## src/rtl/jt12_pg_seq_if.sv

```systemverilog
// Slot-multiplexed phase generator bus: per-slot increment inputs and tagged phase outputs.
interface jt12_pg_seq_if #(
  parameter int unsigned SLOTS   = 24,
  parameter int unsigned PHASE_W = 20,
  parameter int unsigned SW      = $clog2(SLOTS)
);
  logic [16:0]        phinc_in;
  logic [5:0]         detune_in;
  logic [3:0]         mul;
  logic               pg_rst;
  logic [SW-1:0]      slot_cnt;
  logic               zero;
  logic [PHASE_W-1:0] phase_out;
  logic [9:0]         phase_op;
  logic [SW-1:0]      out_slot;

  modport master (
    output phinc_in, detune_in, mul, pg_rst,
    input  slot_cnt, zero, phase_out, phase_op, out_slot
  );

  modport slave (
    input  phinc_in, detune_in, mul, pg_rst,
    output slot_cnt, zero, phase_out, phase_op, out_slot
  );
endinterface

```

## src/rtl/jt12_pg_seq.sv

```systemverilog
// Time-multiplexed phase generator: detune, MUL scaling and per-slot phase accumulation,
// three enabled cycles from input to tagged phase output.
module jt12_pg_seq #(
  parameter int unsigned SLOTS   = 24,
  parameter int unsigned PHASE_W = 20,
  parameter int unsigned SW      = $clog2(SLOTS)
) (
  input logic           clk,
  input logic           rst_n,
  input logic           clk_en,
  jt12_pg_seq_if.slave  bus
);

  logic [SW-1:0]      slot_q, slot_d;

  // S1: detuned increment plus the controls it travels with
  logic [16:0]        inc1_q, inc1_d;
  logic [3:0]         mul1_q;
  logic [SW-1:0]      slot1_q;
  logic               rst1_q;

  // S2: scaled increment
  logic [PHASE_W-1:0] inc2_q, inc2_d;
  logic [SW-1:0]      slot2_q;
  logic               rst2_q;

  // S3: accumulated phase and per-slot storage
  logic [PHASE_W-1:0] phase_q, phase_d;
  logic [SW-1:0]      out_slot_q;
  logic [PHASE_W-1:0] mem_q [SLOTS];

  logic [20:0]        prod;

  always_comb begin
    slot_d = (slot_q == SW'(SLOTS - 1)) ? '0 : slot_q + SW'(1);
    inc1_d = bus.phinc_in + {{11{bus.detune_in[5]}}, bus.detune_in};

    // MUL of 0 means one half
    if (mul1_q == 4'd0) begin
      prod = {4'b0, inc1_q >> 1};
    end else begin
      prod = {4'b0, inc1_q} * {17'b0, mul1_q};
    end
    inc2_d = PHASE_W'(prod);

    phase_d = rst2_q ? '0 : mem_q[slot2_q] + inc2_q;
  end

  always_ff @(posedge clk or negedge rst_n) begin
    if (!rst_n) begin
      slot_q     <= '0;
      inc1_q     <= '0;
      mul1_q     <= '0;
      slot1_q    <= '0;
      rst1_q     <= 1'b0;
      inc2_q     <= '0;
      slot2_q    <= '0;
      rst2_q     <= 1'b0;
      phase_q    <= '0;
      out_slot_q <= '0;
      for (int i = 0; i < SLOTS; i++) begin
        mem_q[i] <= '0;
      end
    end else if (clk_en) begin
      slot_q     <= slot_d;
      inc1_q     <= inc1_d;
      mul1_q     <= bus.mul;
      slot1_q    <= slot_q;
      rst1_q     <= bus.pg_rst;
      inc2_q     <= inc2_d;
      slot2_q    <= slot1_q;
      rst2_q     <= rst1_q;
      phase_q    <= phase_d;
      out_slot_q <= slot2_q;
      // A slot's next read is SLOTS cycles away, so write-back never races its own read
      mem_q[slot2_q] <= phase_d;
    end
  end

  assign bus.slot_cnt  = slot_q;
  assign bus.zero      = (slot_q == '0);
  assign bus.phase_out = phase_q;
  assign bus.phase_op  = phase_q[PHASE_W-1 -: 10];
  assign bus.out_slot  = out_slot_q;

endmodule
```

## src/flat_wrapper.sv

```systemverilog
// flat-port wrapper written by rule: the top's interface ports become plain ports
module jt12_pg_seq_flat 
#(
  parameter int unsigned SLOTS   = 24,
  parameter int unsigned PHASE_W = 20,
  parameter int unsigned SW      = $clog2(SLOTS)
)
  (clk, rst_n, clk_en, bus_phinc_in, bus_detune_in, bus_mul, bus_pg_rst, bus_slot_cnt, bus_zero, bus_phase_out, bus_phase_op, bus_out_slot);
  jt12_pg_seq_if #(.SLOTS(SLOTS), .PHASE_W(PHASE_W), .SW(SW)) bus_i ();
  input logic clk;
  input logic rst_n;
  input logic clk_en;
  input wire logic [$bits(bus_i.phinc_in)-1:0] bus_phinc_in;
  input wire logic [$bits(bus_i.detune_in)-1:0] bus_detune_in;
  input wire logic [$bits(bus_i.mul)-1:0] bus_mul;
  input wire logic [$bits(bus_i.pg_rst)-1:0] bus_pg_rst;
  output wire logic [$bits(bus_i.slot_cnt)-1:0] bus_slot_cnt;
  output wire logic [$bits(bus_i.zero)-1:0] bus_zero;
  output wire logic [$bits(bus_i.phase_out)-1:0] bus_phase_out;
  output wire logic [$bits(bus_i.phase_op)-1:0] bus_phase_op;
  output wire logic [$bits(bus_i.out_slot)-1:0] bus_out_slot;
  assign bus_i.phinc_in = bus_phinc_in;
  assign bus_i.detune_in = bus_detune_in;
  assign bus_i.mul = bus_mul;
  assign bus_i.pg_rst = bus_pg_rst;
  assign bus_slot_cnt = bus_i.slot_cnt;
  assign bus_zero = bus_i.zero;
  assign bus_phase_out = bus_i.phase_out;
  assign bus_phase_op = bus_i.phase_op;
  assign bus_out_slot = bus_i.out_slot;
  jt12_pg_seq #(.SLOTS(SLOTS), .PHASE_W(PHASE_W), .SW(SW)) u_core (.clk(clk), .rst_n(rst_n), .clk_en(clk_en), .bus(bus_i));
endmodule
```

## config.mk

```make
export PLATFORM = sky130hd
export DESIGN_NAME = jt12_pg_seq_flat
export DESIGN_NICKNAME = d
export VERILOG_FILES = /design/src/rtl/jt12_pg_seq_if.sv /design/src/rtl/jt12_pg_seq.sv /design/src/flat_wrapper.sv
export SDC_FILE = /design/constraint.sdc
export NUM_CORES = 1
export LEC_CHECK = 0
export BUFFER_PORTS_ARGS = -buffer_cell sky130_fd_sc_hd__buf_2
export CAP_MARGIN = 40
export CORE_ASPECT_RATIO = 0.7
export CORE_MARGIN = 8
export CORE_UTILIZATION = 53
export CTS_CLUSTER_SIZE = 24
export DETAILED_ROUTE_END_ITERATION = 16
export PLACE_DENSITY = 0.69
export SLEW_MARGIN = 20
export SYNTH_ARGS = -nofsm -noshare
export SYNTH_HDL_FRONTEND = slang
export SYNTH_SLANG_ARGS = --single-unit
```

## constraint.sdc

```tcl
create_clock -name clk -period 5 [get_ports clk]
set_input_delay 1 -clock clk [delete_from_list [all_inputs] [get_ports clk]]
set_output_delay 1 -clock clk [all_outputs]
set_load 0.1 [all_outputs]
```

==> results of run 1 <==
## Yosys cell counts, types with 30 or more instances
library cell / instances / area, sq um
a21oi_1: 54 / 270
a22oi_1: 61 / 458
and2_1: 45 / 282
clkbuf_1: 191 / 717
dfrtp_1: 563 / 14100
fa_1: 32 / 641
ha_1: 60 / 751
inv_1: 70 / 263
mux4_2: 120 / 2700
nand2_1: 601 / 2260
nand3_1: 39 / 195
nor2_1: 48 / 180
o21ai_0: 478 / 2390
o31ai_1: 30 / 225
## path summary, 6_finish.rpt
check	startpoint	endpoint	slack [ps]
min	rst_n	u_core.mem_q[270]	470
min reg2reg	u_core.mem_q[74]	u_core.mem_q[74]	470
max reg2reg	u_core.slot2_q[1]	u_core.mem_q[459]	400
max	u_core.slot2_q[1]	u_core.mem_q[459]	400
min in group clk	u_core.mem_q[74]	u_core.mem_q[74]	470
max in group asynchronous	rst_n	u_core.mem_q[0]	3420
## cell families after synthesis
logic type,after synthesis,share of synthesized area
AO/OA/AOI/OAI,741,0.154
XOR/XNOR,35,0.0114
adder cells (fa/ha/maj),92,0.0503
buffers and inverters,297,0.0428
flip-flops,563,0.510
multiplexers,148,0.109
AND/OR/NAND/NOR,807,0.123
## what timing repair did
action | 4_1_cts | 5_1_grt
setup endpoints to repair | 0 | 24
buffers inserted | 0 | 1
gates resized for setup | 0 | 1
## power by group through the flow
stage | sequential (mW) | combinational [mW] | clock [mW]
global route | 7.64 | 12.0 | 4.48
finish | 7.46 | 11.0 | 4.23
CTS | 7.44 | 10.8 | 4.28
detailed placement | 7.51 | 10.8 | 0
global placement | 7.41 | 10.4 | 0
floorplan | 7.73 | 7.11 | 0
## routing by layer
layer	up-vias	part of all wire	global-route usage
li1	9324	-	-
met5	-	0	0
met1	10200	0.44	0.373
met3	140	0.082	0.0474
met2	810	0.45	0.372
met4	0	0.029	0.0689
## sequential cells by signal (all words and copies together) (netlist names)
name	cells
u_core.mem_q	480
u_core.bus.phase_out	20
u_core.inc2_q	20
u_core.inc1_q	17
u_core.bus.out_slot	5
u_core.bus.slot_cnt	5
u_core.slot1_q	5
u_core.slot2_q	5
u_core.mul1_q	4
u_core.rst1_q	1
u_core.rst2_q	1
## layout make-up
class | instances | area [sq um]
flip-flops and latches | 563 | 14100
fillers | 4274 | 21100
repair buffers | 157 | 1280
multi-input cells | 1823 | 12400
clock inverters | 27 | 339
inverters | 71 | 267
clock buffers | 70 | 1480
well taps | 684 | 856
## stage by stage
stage | power (mW) | instance area, sq um | cells | hold slack, ps
CTS | 22.5 | 30700 | 3393 | 476
global route | 24.1 | 30700 | 3395 | 494
finish | 22.7 | 30700 | 3395 | 474
detailed placement | 18.3 | 28900 | 3296 | 461
floorplan | 14.8 | 27600 | 2683 | 443
global placement | 17.8 | 28800 | 3291 | 454
## cells in the final DEF (no fill, tap or decap), types with 7 or more instances in the layout
master      count
a211oi_1        9
a21o_1         21
a21oi_1        54
a22oi_1        61
a31oi_1        11
and2_1         45
buf_12         18
buf_2          69
buf_4          63
clkbuf_1        7
clkbuf_16      52
clkbuf_8       11
clkinv_2        9
clkinvlp_4      8
dfrtp_1       561
fa_1           32
ha_1           60
inv_1          69
mux2_2         27
mux4_2        120
nand2_1       601
nand2b_1        9
nand3_1        39
nor2_1         48
nor3_1         14
o211ai_1        7
o21a_1          9
o21ai_0       478
o21ai_1        15
o21ai_2        10
o31ai_1        29
or3_1           8
xnor2_1        23
xor2_1         11
==> impl_metrics.toml, run 1 <==
[setup_path]
startpoint_type = "flip-flop"
path_class = "flip-flop to flip-flop"
slowest_stage = "dfrtp_4"
path_max_fanout = 45
timing.critical_path.required_ps = 5490
rr_worst_depth = 13
worst_path_largest_cell_delay_ps = 740
arrival_ps = 5090
cp.depth = 13
path_cells = "buf_12, buf_12, mux4_2, a22oi_1, nand3_1, ha_1, a21oi_1, o21a_1, nor3_1, a211o_1, o21ai_0, nand3_4, o21ai_0"
worstSetupEndpointType = "flip-flop"
critical_path.top_delay_family = "compound AO/OA/AOI/OAI gates"
crit_buf_inv = 2

[final_layout]
insertedDiodeCount = 0
area.growth.synth_to_final_pct = 11.2
final_util = 0.593
drive_gt1_frac = 0.156
final_nets = 2791

[sta]
relSlewSlack = 0.356
setup_ws_ps = 400
setup_viol_count_final = 0
rsz0062_at_grt = "false"
hold_violations = 0
timing.final.crit_share = 0.920
final.min_clock_period_ps = 4600
tns_ps = 0
max_clock_freq_mhz = 217
tightest_slew_ps = 966
report.final.slew_viol_count = 0
skew_ps = 19.4

[pwr]
static-leakage-power_nw = 13.9
pwr-share-seq = 0.329
power.internal_mw = 12.6
clockPowerShare = 0.186
p_per_area_mw_per_mm2 = 738
combPwrFrac = 0.484
ir_drop_uv = 491
p_sw_mw = 10.1
swShare = 0.446

[logic_synthesis]
synth_cell_types = 71
seq_area_frac_synth = 0.510
synth.avg_cell_area_sq_um = 10.3
async_reset_ff_frac = 1.00
synth_area_sq_mm = 0.0276
ys_ff_latch = 563
syn_nets = 2806
yosysWarnings = 0
synth-edff-count = 0
synthCells = 2683
synth_ff_type = "dfrtp_1"

[place]
io_buffers = 71
dp_slack_ps = 168
hpwl_mm = 49.1
gp_congestion = 0.917

[flow_run]
cap_violations = 0

[drt]
vias = 20500
antenna_left = 0
routed_wl_mm = 74.6
drtPass1Iterations = 5
via_per_inst = 6.03
wl_per_cell_um = 22.0
drt_iter0_markers = 2133
drc_errors = 0

[clocking]
cts_root_buffer = "clkbuf_16"
cts_made_buffers = 52
clkTransAtPathRegs_ps = 60
clk-insertion-delay-late_ps = 600
cts_sinks = 563
htree_levels = 2
cts_tree = "built"
clock_path_buffers = 3
hold_buffers = 0

[global_route]
grt_overflow = 0
antenna_found_initial = 0
grt_max_degree = 109
grt_pass1_wl_mm = 119
first_global_vias = 20400
grt_usage = 0.250

[worst_hold_path]
min_path_type = "primary input to async pin"

[floorplanning]
initial_core_util = 0.533
ioPinCount = 72
die-height_um = 207
die_area_sq_mm = 0.0598
core_area_sq_mm = 0.0518
row_count = 70
die_w_um = 289

[run_status]
outcome = "finished, final reports clean"
No activity file was read; power rests on OpenSTA's default activity.
==> run 2, diff against run 1 <==
==> constraint.sdc (replaced) <==
create_clock -name clk -period 5 [get_ports clk]
set_input_delay 1 -clock clk [delete_from_list [all_inputs] [get_ports clk]]
set_output_delay 1 -clock clk [all_outputs]
set_load 0.05 [all_outputs]
==> run 2 against run 1 <==
Fmax down 2.9%. Count of clock-buffer cells in the layout up 9. Register-to-register slack worse by 140 ps. Global-route usage up 0.76 points. Critical path type unchanged. Flip-flop and latch count unchanged. Worst hold slack worse by 51 ps.
==> impl_metrics.toml, run 2 (same netlist as run 1, synthesis figures left out) <==
[floorplanning]
row_count = 70
core_area_sq_mm = 0.0518
ioPinCount = 72
die-height_um = 207
die_w_um = 289
die_area_sq_mm = 0.0598
initial_core_util = 0.533

[setup_path]
rrSetupSlack_ps = 260
path_max_fanout = 35
startpoint_type = "flip-flop"
arrival_ps = 5170
worstSetupEndpointType = "flip-flop"
rr_worst_depth = 14
regToRegStartpoint = "u_core.slot2_q[0]"
timing.critical_path.required_ps = 5430
path_class = "flip-flop to flip-flop"
reg2reg_to = "u_core.mem_q[258]"

[drt]
via_per_inst = 6.08
drtPass1Iterations = 7
vias = 20600
routed_wl_mm = 76.4
wl_per_cell_um = 22.6
antenna_left = 0
drc_errors = 0
drt_iter0_markers = 2127

[sta]
tightest_slew_ps = 876
skew_ps = 18.6
tns_ps = 0
rsz0062_at_grt = "false"
relSlewSlack = 0.412
timing.final.crit_share = 0.947
max_clock_freq_mhz = 211
report.final.slew_viol_count = 0
hold_violations = 0
setup_viol_count_final = 0
final.min_clock_period_ps = 4740
setup_ws_ps = 263
whs_ps = 422

[pwr]
swShare = 0.441
p_per_area_mw_per_mm2 = 711
clockPowerShare = 0.185
p_sw_mw = 9.55
finalPower_mw = 21.6
ir_drop_uv = 514
power.internal_mw = 12.1
static-leakage-power_nw = 13.8
pwr-share-seq = 0.343
combPwrFrac = 0.472

[place]
dp_slack_ps = 101
hpwl_mm = 50.3
io_buffers = 71
gp_congestion = 0.941
placed_cell_area_sq_mm = 0.0287

[final_layout]
insertedDiodeCount = 0
final_cell_mix = "nand2_1, dfrtp_1, o21ai_0"
design_area_sq_mm = 0.0304
top_register = "u_core.mem_q"
area.growth.synth_to_final_pct = 10.0
drive_gt1_frac = 0.150
final_common_cell = "nand2_1"
largest_reg_flops = 480
final_nets = 2781

[global_route]
first_global_vias = 20500
grt_max_degree = 113
grt_overflow = 0
grt_usage = 0.257
antenna_found_initial = 1
grt_pass1_wl_mm = 121

[clocking]
cts_root_buffer = "clkbuf_16"
clkTransAtPathRegs_ps = 60
cts_tree = "built"
htree_levels = 2
clock_path_buffers = 3
cts_made_buffers = 51
hold_buffers = 0
clk-insertion-delay-late_ps = 590
cts_sinks = 563

[flow_run]
cap_violations = 0

[worst_hold_path]
min_path_type = "primary input to async pin"

[run_status]
outcome = "finished, final reports clean"
[run 2: changes by cell type in the layout (fill, tap and decap cells not counted), moves of 2 or more]
cell	previous run	this run
buf_8	6	4
clkinvlp_4	8	1
buf_4	63	66
bufinv_16	6	3
buf_12	18	7
clkbuf_1	7	16
[run 2: final cells by class]
cell class                 count  area (sq um)
clock inverter                17           185
fill                        4297         21400
multi-input combinational   1823         12400
inverter                      71           267
tap                          684           856
sequential                   563         14100
timing repair buffer         148          1070
clock buffer                  79          1510
[run 2: power by group through the flow]
stage / registers (mW) / logic, mW / clock network (mW)
final: 7.43 / 10.2 / 3.99
after global routing: 7.61 / 11.2 / 4.23
after CTS: 7.39 / 10.1 / 4.05
after detailed placement: 7.46 / 10.0 / 0
after global placement: 7.37 / 9.67 / 0
after floorplan: 7.34 / 6.97 / 0
[run 2: worst max-delay path by stage]
stage | endpoint | startpoint | slack, ps
after global routing | u_core.mem_q[18] | u_core.slot2_q[0] | 30
after floorplan | u_core.mem_q[296] | u_core.slot2_q[0] | 520
after global placement | u_core.mem_q[439] | u_core.slot2_q[0] | 140
final | u_core.mem_q[258] | u_core.slot2_q[0] | 260
after detailed placement | u_core.mem_q[439] | u_core.slot2_q[0] | 100
after CTS | u_core.mem_q[459] | u_core.slot2_q[0] | 100
[run 2: worst max-delay path: stages, from the launching register on]
cell,delay (ps)
dfrtp_4,640
buf_4,290
buf_12,310
mux4_2,550
a22oi_1,250
nand3_1,230
ha_1,460
a21o_1,190
a31o_2,240
a211oi_1,470
or2_2,200
a21oi_1,70
a311oi_2,190
buf_4,300
o21ai_0,140
[run 2: what timing repair did]
action                                  4_1_cts  5_1_grt
gates resized for setup                       0        4
buffers inserted                              0        0
endpoints found under the setup margin        0       28
[run 2: layer usage]
metal | track usage | up-vias | share of wire
li1 | - | 9297 | -
met1 | 0.381 | 10300 | 0.44
met5 | 0 | - | 0
met2 | 0.378 | 810 | 0.44
met3 | 0.0640 | 136 | 0.089
met4 | 0.0674 | 0 | 0.027
[run 2: per-stage QoR]
step / std cells / util
after floorplan: 2683 / -
after global placement: 3286 / 0.552
after detailed placement: 3289 / 0.553
after CTS: 3385 / 0.586
after global routing: 3385 / 0.587
final: 3385 / 0.587
